<file path="src/rtl/ms_demux_pkg.sv">
// Shared types and constants for the multi-stream output demultiplexer.
package ms_demux_pkg;

    // Per-flow frame tracking state.
    typedef enum logic [1:0] {
        IDLE,
        ARMED,
        DONE
    } flow_state_t;

    // Bit positions inside the sticky error vector.
    localparam int ERR_FULL = 0;
    localparam int ERR_TAG  = 1;
    localparam int ERR_CFG  = 2;

    // Tag width for n flows; never narrower than one bit.
    function automatic int tag_width(input int n);
        return (n <= 1) ? 1 : $clog2(n);
    endfunction

endpackage

</file>
<file path="src/rtl/ms_sync_fifo.sv">
// Single-clock first-word-fall-through FIFO with registered full flag and
// occupancy output. Head data is forced to zero while the FIFO is empty.
module ms_sync_fifo #(
    parameter int DATA_W = 8,
    parameter int DEPTH  = 16,
    localparam int AW    = $clog2(DEPTH),
    localparam int CNT_W = AW + 1
) (
    input  logic              clk,
    input  logic              rst,
    input  logic              push,
    input  logic [DATA_W-1:0] din,
    input  logic              pop,
    output logic [DATA_W-1:0] dout,
    output logic              full,
    output logic [CNT_W-1:0]  occupancy
);

    logic [DATA_W-1:0] mem [DEPTH];
    logic [AW-1:0]     wr_ptr_reg;
    logic [AW-1:0]     rd_ptr_reg;
    logic [CNT_W-1:0]  count_reg;
    logic [CNT_W-1:0]  count_next;
    logic              full_reg;
    logic              push_ok;
    logic              pop_ok;

    // A push while full would overwrite the head slot, so it is dropped here too.
    assign push_ok = push & ~full_reg;
    assign pop_ok  = pop & (count_reg != '0);

    // Storage array; contents need no reset because occupancy gates visibility.
    always_ff @(posedge clk) begin
        if (push_ok) begin
            mem[wr_ptr_reg] <= din;
        end
    end

    // Occupancy after this cycle's push/pop.
    always_comb begin
        count_next = count_reg;
        case ({push_ok, pop_ok})
            2'b10:   count_next = count_reg + CNT_W'(1);
            2'b01:   count_next = count_reg - CNT_W'(1);
            default: count_next = count_reg;
        endcase
    end

    // Pointers, occupancy and full flag; pointers wrap naturally at DEPTH.
    always_ff @(posedge clk or negedge rst) begin
        if (!rst) begin
            wr_ptr_reg <= '0;
            rd_ptr_reg <= '0;
            count_reg  <= '0;
            full_reg   <= 1'b0;
        end else begin
            if (push_ok) begin
                wr_ptr_reg <= wr_ptr_reg + AW'(1);
            end
            if (pop_ok) begin
                rd_ptr_reg <= rd_ptr_reg + AW'(1);
            end
            count_reg <= count_next;
            full_reg  <= (count_next == CNT_W'(DEPTH));
        end
    end

    assign dout      = (count_reg != '0) ? mem[rd_ptr_reg] : '0;
    assign full      = full_reg;
    assign occupancy = count_reg;

endmodule

</file>
<file path="src/rtl/ms_out_demux.sv">
// Receiving end of the tagged multi-stream write port: routes {tag, pel}
// writes into per-flow FIFOs, exposes each flow as a valid/ready stream and
// tracks armed frames with pop and cycle counters per flow.
module ms_out_demux
    import ms_demux_pkg::*;
#(
    parameter int DATA_W = 8,
    parameter int FLUX   = 2,
    parameter int TAG_W  = tag_width(FLUX),
    parameter int DEPTH  = 16,
    parameter int LEN_W  = 13,
    parameter int CYC_W  = 32
) (
    input  logic                    clk,
    input  logic                    rst,
    input  logic [TAG_W+DATA_W-1:0] din,
    input  logic                    write,
    output logic [FLUX-1:0]         full,
    input  logic [TAG_W+LEN_W-1:0]  cfg_din,
    input  logic                    cfg_write,
    output logic [FLUX*DATA_W-1:0]  dout,
    output logic [FLUX-1:0]         valid,
    input  logic [FLUX-1:0]         ready,
    output logic [FLUX-1:0]         flow_done,
    output logic [FLUX*CYC_W-1:0]   flow_cycles,
    output logic [2:0]              err
);

    localparam int CNT_W = $clog2(DEPTH) + 1;
    localparam logic [TAG_W:0] FLUX_L = (TAG_W + 1)'(FLUX);

    logic [TAG_W-1:0] w_tag;
    logic [DATA_W-1:0] w_pel;
    logic [TAG_W-1:0] c_tag;
    logic [LEN_W-1:0] c_len;
    logic             w_tag_ok;

    logic [FLUX-1:0] w_hit;
    logic [FLUX-1:0] push;
    logic [FLUX-1:0] pop;
    logic [FLUX-1:0] arm_ok;
    logic [FLUX-1:0] fifo_full;

    logic [2:0] err_reg;
    logic [2:0] err_set;

    assign w_tag    = din[TAG_W+DATA_W-1 -: TAG_W];
    assign w_pel    = din[DATA_W-1:0];
    assign c_tag    = cfg_din[TAG_W+LEN_W-1 -: TAG_W];
    assign c_len    = cfg_din[LEN_W-1:0];
    assign w_tag_ok = ({1'b0, w_tag} < FLUX_L);

    genvar gi;
    generate
        for (gi = 0; gi < FLUX; gi++) begin : g_flow
            logic [CNT_W-1:0] occ;
            flow_state_t      state_reg;
            flow_state_t      state_next;
            logic [LEN_W-1:0] len_reg;
            logic [LEN_W-1:0] pop_cnt_reg;
            logic [CYC_W-1:0] cyc_cnt_reg;
            logic [CYC_W-1:0] cycles_reg;
            logic             last_pop;

            assign w_hit[gi]  = write & (w_tag == TAG_W'(gi));
            assign push[gi]   = w_hit[gi] & ~fifo_full[gi];
            assign valid[gi]  = (occ != '0);
            assign pop[gi]    = valid[gi] & ready[gi];
            assign arm_ok[gi] = cfg_write & (c_tag == TAG_W'(gi)) &
                                (c_len != '0) & (state_reg == IDLE);
            assign last_pop   = pop[gi] & ((pop_cnt_reg + LEN_W'(1)) == len_reg);

            ms_sync_fifo #(
                .DATA_W (DATA_W),
                .DEPTH  (DEPTH)
            ) u_fifo (
                .clk       (clk),
                .rst       (rst),
                .push      (push[gi]),
                .din       (w_pel),
                .pop       (pop[gi]),
                .dout      (dout[gi*DATA_W +: DATA_W]),
                .full      (fifo_full[gi]),
                .occupancy (occ)
            );

            // Frame FSM next state: arm from IDLE, finish on the len-th pop, DONE lasts one cycle.
            always_comb begin
                state_next = state_reg;
                case (state_reg)
                    IDLE:    if (arm_ok[gi]) state_next = ARMED;
                    ARMED:   if (last_pop)   state_next = DONE;
                    DONE:    state_next = IDLE;
                    default: state_next = IDLE;
                endcase
            end

            // Frame state and counters; pops outside ARMED (including the arm cycle) are not counted.
            always_ff @(posedge clk or negedge rst) begin
                if (!rst) begin
                    state_reg   <= IDLE;
                    len_reg     <= '0;
                    pop_cnt_reg <= '0;
                    cyc_cnt_reg <= '0;
                    cycles_reg  <= '0;
                end else begin
                    state_reg <= state_next;
                    case (state_reg)
                        IDLE: begin
                            if (arm_ok[gi]) begin
                                len_reg     <= c_len;
                                pop_cnt_reg <= '0;
                                cyc_cnt_reg <= '0;
                                cycles_reg  <= '0;
                            end
                        end
                        ARMED: begin
                            if (cyc_cnt_reg != {CYC_W{1'b1}}) begin
                                cyc_cnt_reg <= cyc_cnt_reg + CYC_W'(1);
                            end
                            if (pop[gi]) begin
                                pop_cnt_reg <= pop_cnt_reg + LEN_W'(1);
                            end
                            // Reported count includes the cycle of the final pop.
                            if (last_pop) begin
                                cycles_reg <= (cyc_cnt_reg == {CYC_W{1'b1}}) ?
                                              cyc_cnt_reg : cyc_cnt_reg + CYC_W'(1);
                            end
                        end
                        default: ;
                    endcase
                end
            end

            assign flow_done[gi]                     = (state_reg == DONE);
            assign flow_cycles[gi*CYC_W +: CYC_W]    = cycles_reg;
        end
    endgenerate

    // Error events raised this cycle.
    always_comb begin
        err_set           = '0;
        err_set[ERR_FULL] = |(w_hit & fifo_full);
        err_set[ERR_TAG]  = write & ~w_tag_ok;
        err_set[ERR_CFG]  = cfg_write & ~(|arm_ok);
    end

    // Sticky error flags, cleared only by reset.
    always_ff @(posedge clk or negedge rst) begin
        if (!rst) begin
            err_reg <= '0;
        end else begin
            err_reg <= err_reg | err_set;
        end
    end

    assign full = fifo_full;
    assign err  = err_reg;

endmodule
</file>
<file path="config.mk">
export PLATFORM = sky130hd
export DESIGN_NAME = ms_out_demux
export DESIGN_NICKNAME = d
export VERILOG_FILES = /design/src/rtl/ms_demux_pkg.sv /design/src/rtl/ms_sync_fifo.sv /design/src/rtl/ms_out_demux.sv
export SDC_FILE = /design/constraint.sdc
export NUM_CORES = 1
export LEC_CHECK = 0
export BUFFER_PORTS_ARGS = -buffer_cell sky130_fd_sc_hd__buf_2
export CORE_ASPECT_RATIO = 0.75
export CORE_MARGIN = 5
export CORE_UTILIZATION = 55
export DETAILED_ROUTE_END_ITERATION = 10
export GPL_TIMING_DRIVEN = 0
export PLACE_DENSITY = 0.72
export SETUP_SLACK_MARGIN = 0.2
export SLEW_MARGIN = 20
export SYNTH_ARGS = -nofsm -noshare
export SYNTH_HDL_FRONTEND = slang
export SYNTH_SLANG_ARGS = --single-unit
export TNS_END_PERCENT = 20
</file>
<file path="constraint.sdc">
create_clock -name clk -period 7.3 [get_ports clk]
set_input_delay 2.19 -clock clk [delete_from_list [all_inputs] [get_ports clk]]
set_output_delay 2.19 -clock clk [all_outputs]
set_load 0.01 [all_outputs]
</file>
## Word level (Yosys, flattened, before mapping)

Memories as Yosys holds them, arrays and structs flattened.
Cells that the tools add are included.

| word-level totals | value |
|---|---|
| register bits after elaboration | 215 |
| memory bits (writable) | 256 |
| latch bits | 0 |
| ROM bits | 0 |
| word-level logic and storage cells | 134 |
| memories kept | 2 |
| input bits | 29 |

Memory list:

| memory | depth | width | rd ports | clocked after Yosys merged registers in | wr ports | line | source |
|---|---|---|---|---|---|---|---|
| g_flow[0].u_fifo.mem | 16 | 8 | 1 | 0 | 1 | ms_sync_fifo.sv:19 | `logic [DATA_W-1:0] mem [DEPTH];` |
| g_flow[1].u_fifo.mem | 16 | 8 | 1 | 0 | 1 | ms_sync_fifo.sv:19 |  |

| cells by class | value |
|---|---|
| multipliers | 0 |
| shift-type cells | 0 |
| mux-type cells | 32 |
| reductions and logical operators | 19 |
| bitwise gates (word level) | 26 |
| add/subtract/negate cells | 12 |
| $lt $le $gt $ge | 0 |
| div/mod/pow operators | 0 |
| equal/unequal tests | 24 |

Operators by type and width:

| operator | count |
|---|---|
| $mux W32 | 8 |
| $pmux W32 S2 | 4 |
| $add A32 B1 Y32 const B | 2 |
| $eq A32 B32 Y1 const B | 2 |
| $ne A32 B32 Y1 const B | 2 |
| $mux W13 | 4 |
| $pmux W13 S2 | 2 |
| $add A13 B1 Y13 const B | 2 |
| $eq A13 B13 Y1 | 2 |
| $pmux W5 S2 | 2 |
| $and A1 B1 Y1 | 19 |
| $reduce_and A3 Y1 | 6 |
| $add A4 B1 Y4 const B | 4 |
| $mux W8 | 2 |
| $reduce_bool A13 Y1 | 1 |
| $ne A2 B2 Y1 const B | 6 |
| $add A5 B1 Y5 const B | 2 |
| $eq A5 B5 Y1 const B | 2 |
| $reduce_bool A5 Y1 | 2 |
| $sub A5 B1 Y5 const B | 2 |
| $eq A2 B1 Y1 const B | 4 |
| $eq A2 B2 Y1 const B | 4 |
| $mux W2 | 4 |
| $pmux W2 S2 | 2 |
| other kinds (9) | 23 |

## Longest topological paths before layout

| logic depth | value |
|---|---|
| depth after elaboration | 8 |
| gate-level depth with buffers | 12 |
| gate-level depth less buffers | 12 |

## Modules after synthesis

A second synthesis with hierarchy kept.

| second synthesis, totals | value |
|---|---|
| cells, all modules | 1698 |
| area total of the unflattened synthesis | 21804.7 sq um |

Modules (own cells, without submodules):

| module | area each (sq um) | instances | cells an instance |
|---|---|---|---|
| ms_out_demux | 10121.0 | 1 | 1121 |
| ms_sync_fifo (g_flow[0].u_fifo) | 5865.6 | 1 | 287 |
| ms_sync_fifo (g_flow[1].u_fifo) | 5818.1 | 1 | 290 |

## Least setup slack after synthesis

OpenSTA, ideal clock, no wires.

| timing path | value |
|---|---|
| kind | register to output |
| start | register g_flow[0].u_fifo.rd_ptr_reg[0] |
| end | output port dout[0] |
| stages on the path, launching flop included | 6 |
| arrival time | 2.391 ns |
| buffers on the path | 2 |
| slack | 2.719 ns |
| data required time | 5.110 ns |
| cells stage by stage | dfrtp_1 > clkbuf_1 > buf_1 > mux4_2 > mux4_2 > and2_1 |

| on the way | value |
|---|---|
| longest elaborated chain between the ends | 2 |

RTL lines:

| item | line | source |
|---|---|---|
| start: declaration | ms_sync_fifo.sv:21 | `logic [AW-1:0] rd_ptr_reg;` |
| start signal: assignment | ms_sync_fifo.sv:61 | `rd_ptr_reg <= rd_ptr_reg + AW'(1);` |
| $mem_v2 Z16 W8 | - |  |
| $mux W8 | ms_sync_fifo.sv:68 | `assign dout = (count_reg != '0) ? mem[rd_ptr_reg] : '0;` |
| end: declaration | ms_out_demux.sv:21 | `output logic [FLUX*DATA_W-1:0] dout,` |

Every way passes these cells.

## Worst setup path in the final report

| timing path | value |
|---|---|
| start | register g_flow[1].u_fifo.rd_ptr_reg[0] |
| end | output port dout[14] |

| on the way | value |
|---|---|
| longest elaborated chain between the ends | 2 |

RTL lines:

| item | line |
|---|---|
| start: declaration | ms_sync_fifo.sv:21 |
| start signal: assignment | ms_sync_fifo.sv:61 |
| $mem_v2 Z16 W8 | - |
| $mux W8 | ms_sync_fifo.sv:68 |

Every way passes these cells.

==> impl_metrics.toml <==
[clock_tree]
clockBufferDepth = 3
clk_pin_slew_ps = 60
post_cts_buffers = 0
ctsHtreeMaxLevel = 2
postCtsResizedCells = 0
cts.sinks = 470
postCtsHoldBufs = 0
numCtsBuffers = 46
root_buffer = "clkbuf_16"
insertion_delay_ps = 570
cts_tree = "done"

[final_layout]
fin_cells = 2375
layout-drive-gt1-share = 0.190
nets = 1873
syn_to_final_growth_pct = 13.3
fin_area_sq_um = 24500
largest_reg_flops = 256
fillerInstances = 2878

[drt]
wl_per_cell_um = 21.1
dr_wl_met3_um = 3590
drc_errors = 0
dr_wl_met2_um = 23600
wl_met1_um = 22000
ant_nets = 0
num_vias = 14272
wirelength_um = 50000
dr.first_iter.drc_count = 1527
viasPerCell = 6.01
dr.pass1.iters = 5
routed.top_layer = "met5"

[global_routing]
antenna_found_initial = 2
grt-ovfl-total = 0
grt_pass1_vias = 14085
grt_pass1_wl_um = 79900
grt_usage = 0.231
grt_max_degree = 97

[setup_path]
endpoint_kind = "output pin"
reg2reg_slack_ps = 4050
required_ps = 5110
arrival_ps = 3520
worst-path-max-fanout = 10
r2r-end = "g_flow[1].u_fifo.full$_DFF_PN0_"
crit_family = "buffers and inverters"
crit_buf_inv = 3
startpoint_type = "flop"
crit_type = "flop to output pin"
crit-reg2reg-launch = "g_flow[1].u_fifo.occupancy[2]$_DFF_PN0_"
worstPathCellList = "clkbuf_1, buf_1, mux4_2, mux4_2, nor2b_1, buf_2"
critical_path.max_stage_delay_ps = 770
reg2regPathDepth = 12
cp_slowest_cell = "buf_1"
cpMostUsedCell = "mux4_2"

[power_and_ir_drop]
power.density_nw_per_um2 = 344
ir_worst_vdd_mv = 0.209
p_leak_nw = 9.55
total_power_mw = 8.42

[timing]
setup_viol = 0
fmax_mhz = 175
tightest_slew_ps = 953
rsz0062_at_grt = "false"
finalCriticalPeriod_ps = 5710
hold_violations = 0
final-max-slew-violation-count = 0
min_period_over_period = 0.783
maxSlewHeadroom = 0.364
holdWs_ps = 481
setup_tns_ps = 0
skew_ps = 12.9

[floorplanning]
initial_utilization = 0.560
std_cell_rows = 62
die_width_um = 239
die_y_um = 182
floorplan.io_pins = 118
die_area_sq_um = 43300
core_sq_um = 38600

[placed_design]
numPortBuffers = 116
detailedPlacementHpwl_um = 33700
routabilityCongestion = 0.867
dp_cells = 2290
placedInstanceArea_sq_um = 22900

[worst_hold_path]
hold_path_class = "flop to flop"
whs_endpoint = "err[2]$_DFF_PN0_"
worstHoldStart = "err[2]$_DFF_PN0_"
min_path_cells = 1

[synth]
syn_area_sq_um = 21600
yosysSeqAreaShare = 0.604
synth_nets = 1707
synth_edf_count = 256
syn-instance-count = 1660
synth.avg_cell_area_sq_um = 13.0
yosys_warnings = 0
async_reset_ff_frac = 0.455
ys.flop_type = "edfxtp_1"
synth_cell_type_count = 71
synth_seq_cells = 470

[job]
max_cap_viol_count = 0

[status]
status = "finished clean"
[how the worst max path moves through the flow]
| stage | start | end | slack [ps] | depth (start not counted) |
|---|---|---|---|---|
| after floorplan | g_flow[0].u_fifo.rd_ptr_reg[0]$_DFFE_PN0P_ | dout[0] | 2720 | 5 |
| after CTS | g_flow[1].u_fifo.rd_ptr_reg[0]$_DFFE_PN0P_ | dout[14] | 1460 | 6 |
| after global routing | g_flow[1].u_fifo.rd_ptr_reg[0]$_DFFE_PN0P_ | dout[12] | 1320 | 6 |
| final | g_flow[1].u_fifo.rd_ptr_reg[0]$_DFFE_PN0P_ | dout[14] | 1590 | 6 |
| after detailed placement | g_flow[1].u_fifo.rd_ptr_reg[0]$_DFFE_PN0P_ | dout[10] | 2120 | 6 |
| after global placement | rst | g_flow[1].cycles_reg[27]$_DFFE_PN0P_ | 280 | 1 |
[where the power goes]
group	internal, mW	leakage (nW)	total, mW	switching (mW)
registers	3.14	5.14	3.44	0.297
clock network	1.47	0.776	2.49	1.03
logic	1.14	3.64	2.49	1.35
[placed cells by master (no fill, tap or decap), types with 12 or more instances in the layout]
cell type	instances
buf_2	141
nand4_1	15
mux2_2	30
and2_1	50
nand3_1	41
nor3_1	17
xor2_1	39
o31ai_1	32
a31oi_1	13
nor2b_1	18
inv_1	15
edfxtp_1	256
nand2_1	173
clkbuf_16	47
mux2i_1	38
a21oi_1	40
nor2_1	104
buf_1	12
clkbuf_1	49
ha_1	18
o21ai_0	141
dfrtp_1	214
and4_1	12
a22o_1	30
mux4_2	80
xnor2_1	65
and3_1	44
[synth_stat cells (4+ instances only)]
library cell,n,area [sq um]
nand3_1,41,205
mux2_2,30,338
and2_1,50,313
a22o_1,30,263
xor2_1,39,342
nor3b_1,5,37.5
nand2_1,173,649
and3_1,44,275
buf_2,26,130
xnor2_1,65,569
or3_1,7,43.8
a21o_1,4,30.0
buf_4,4,30.0
buf_1,12,45.0
a31oi_1,13,81.3
nor3_1,18,90.1
nor2_1,104,390
and4_1,12,105
dfrtp_1,214,5360
mux4_2,80,1800
nor4_1,8,50.1
ha_1,18,225
o21ai_0,141,706
buf_6,6,67.6
inv_1,15,56.3
clkbuf_1,39,146
nor2b_1,18,113
o31ai_1,32,240
a21oi_1,40,200
nand4_1,15,93.8
mux2i_1,38,380
edfxtp_1,256,7690
nand2b_1,8,50.1
[metrics by stage]
stage | util | worst slack, ps
global route | 0.634 | 1320
global placement | 0.592 | 283
floorplan | - | 2720
finish | 0.634 | 1590
detailed placement | 0.593 | 2120
CTS | 0.634 | 1460
[layout make-up]
type                    count  area, sq um  area share
well taps                 512          641      0.0262
plain buffers              89          429      0.0175
inverters                  17         63.8     0.00261
flip-flops and latches    470        13000       0.533
repair buffers            118          646      0.0264
diodes                      1         2.50    0.000102
clock buffers              60         1250      0.0513
multi-input cells        1084         8050       0.329
clock inverters            24          328      0.0134
[kinds of logic after synthesis]
| kind of cell | after synthesis | share of synthesized area |
|---|---|---|
| XOR/XNOR | 104 | 0.0422 |
| adder cells (fa/ha/maj) | 18 | 0.0104 |
| flip-flops | 470 | 0.604 |
| AND/OR/NAND/NOR | 521 | 0.120 |
| other | 1 | 0.000174 |
| AO/OA/AOI/OAI | 292 | 0.0838 |
| multiplexers | 148 | 0.117 |
| buffers and inverters | 106 | 0.0228 |
[per-layer routing]
layer / GRT usage / up-vias
met5: 0 / -
met4: 0.0509 / 2
met3: 0.0412 / 76
met2: 0.361 / 508
met1: 0.346 / 7168
li1: - / 6518
[worst reg2reg max path, cell delays in order (launching register included)]
cell and delay [ps]:
dfrtp_1 360, clkbuf_1 190, or3_1 410, o31ai_2 530, inv_2 200, nand2_1 220, xnor2_1 150, ha_1 220
a21oi_1 90, nor3b_1 190, o21ai_0 140, xnor2_1 190, nor4bb_1 280
(Power assumes the default switching activity.)
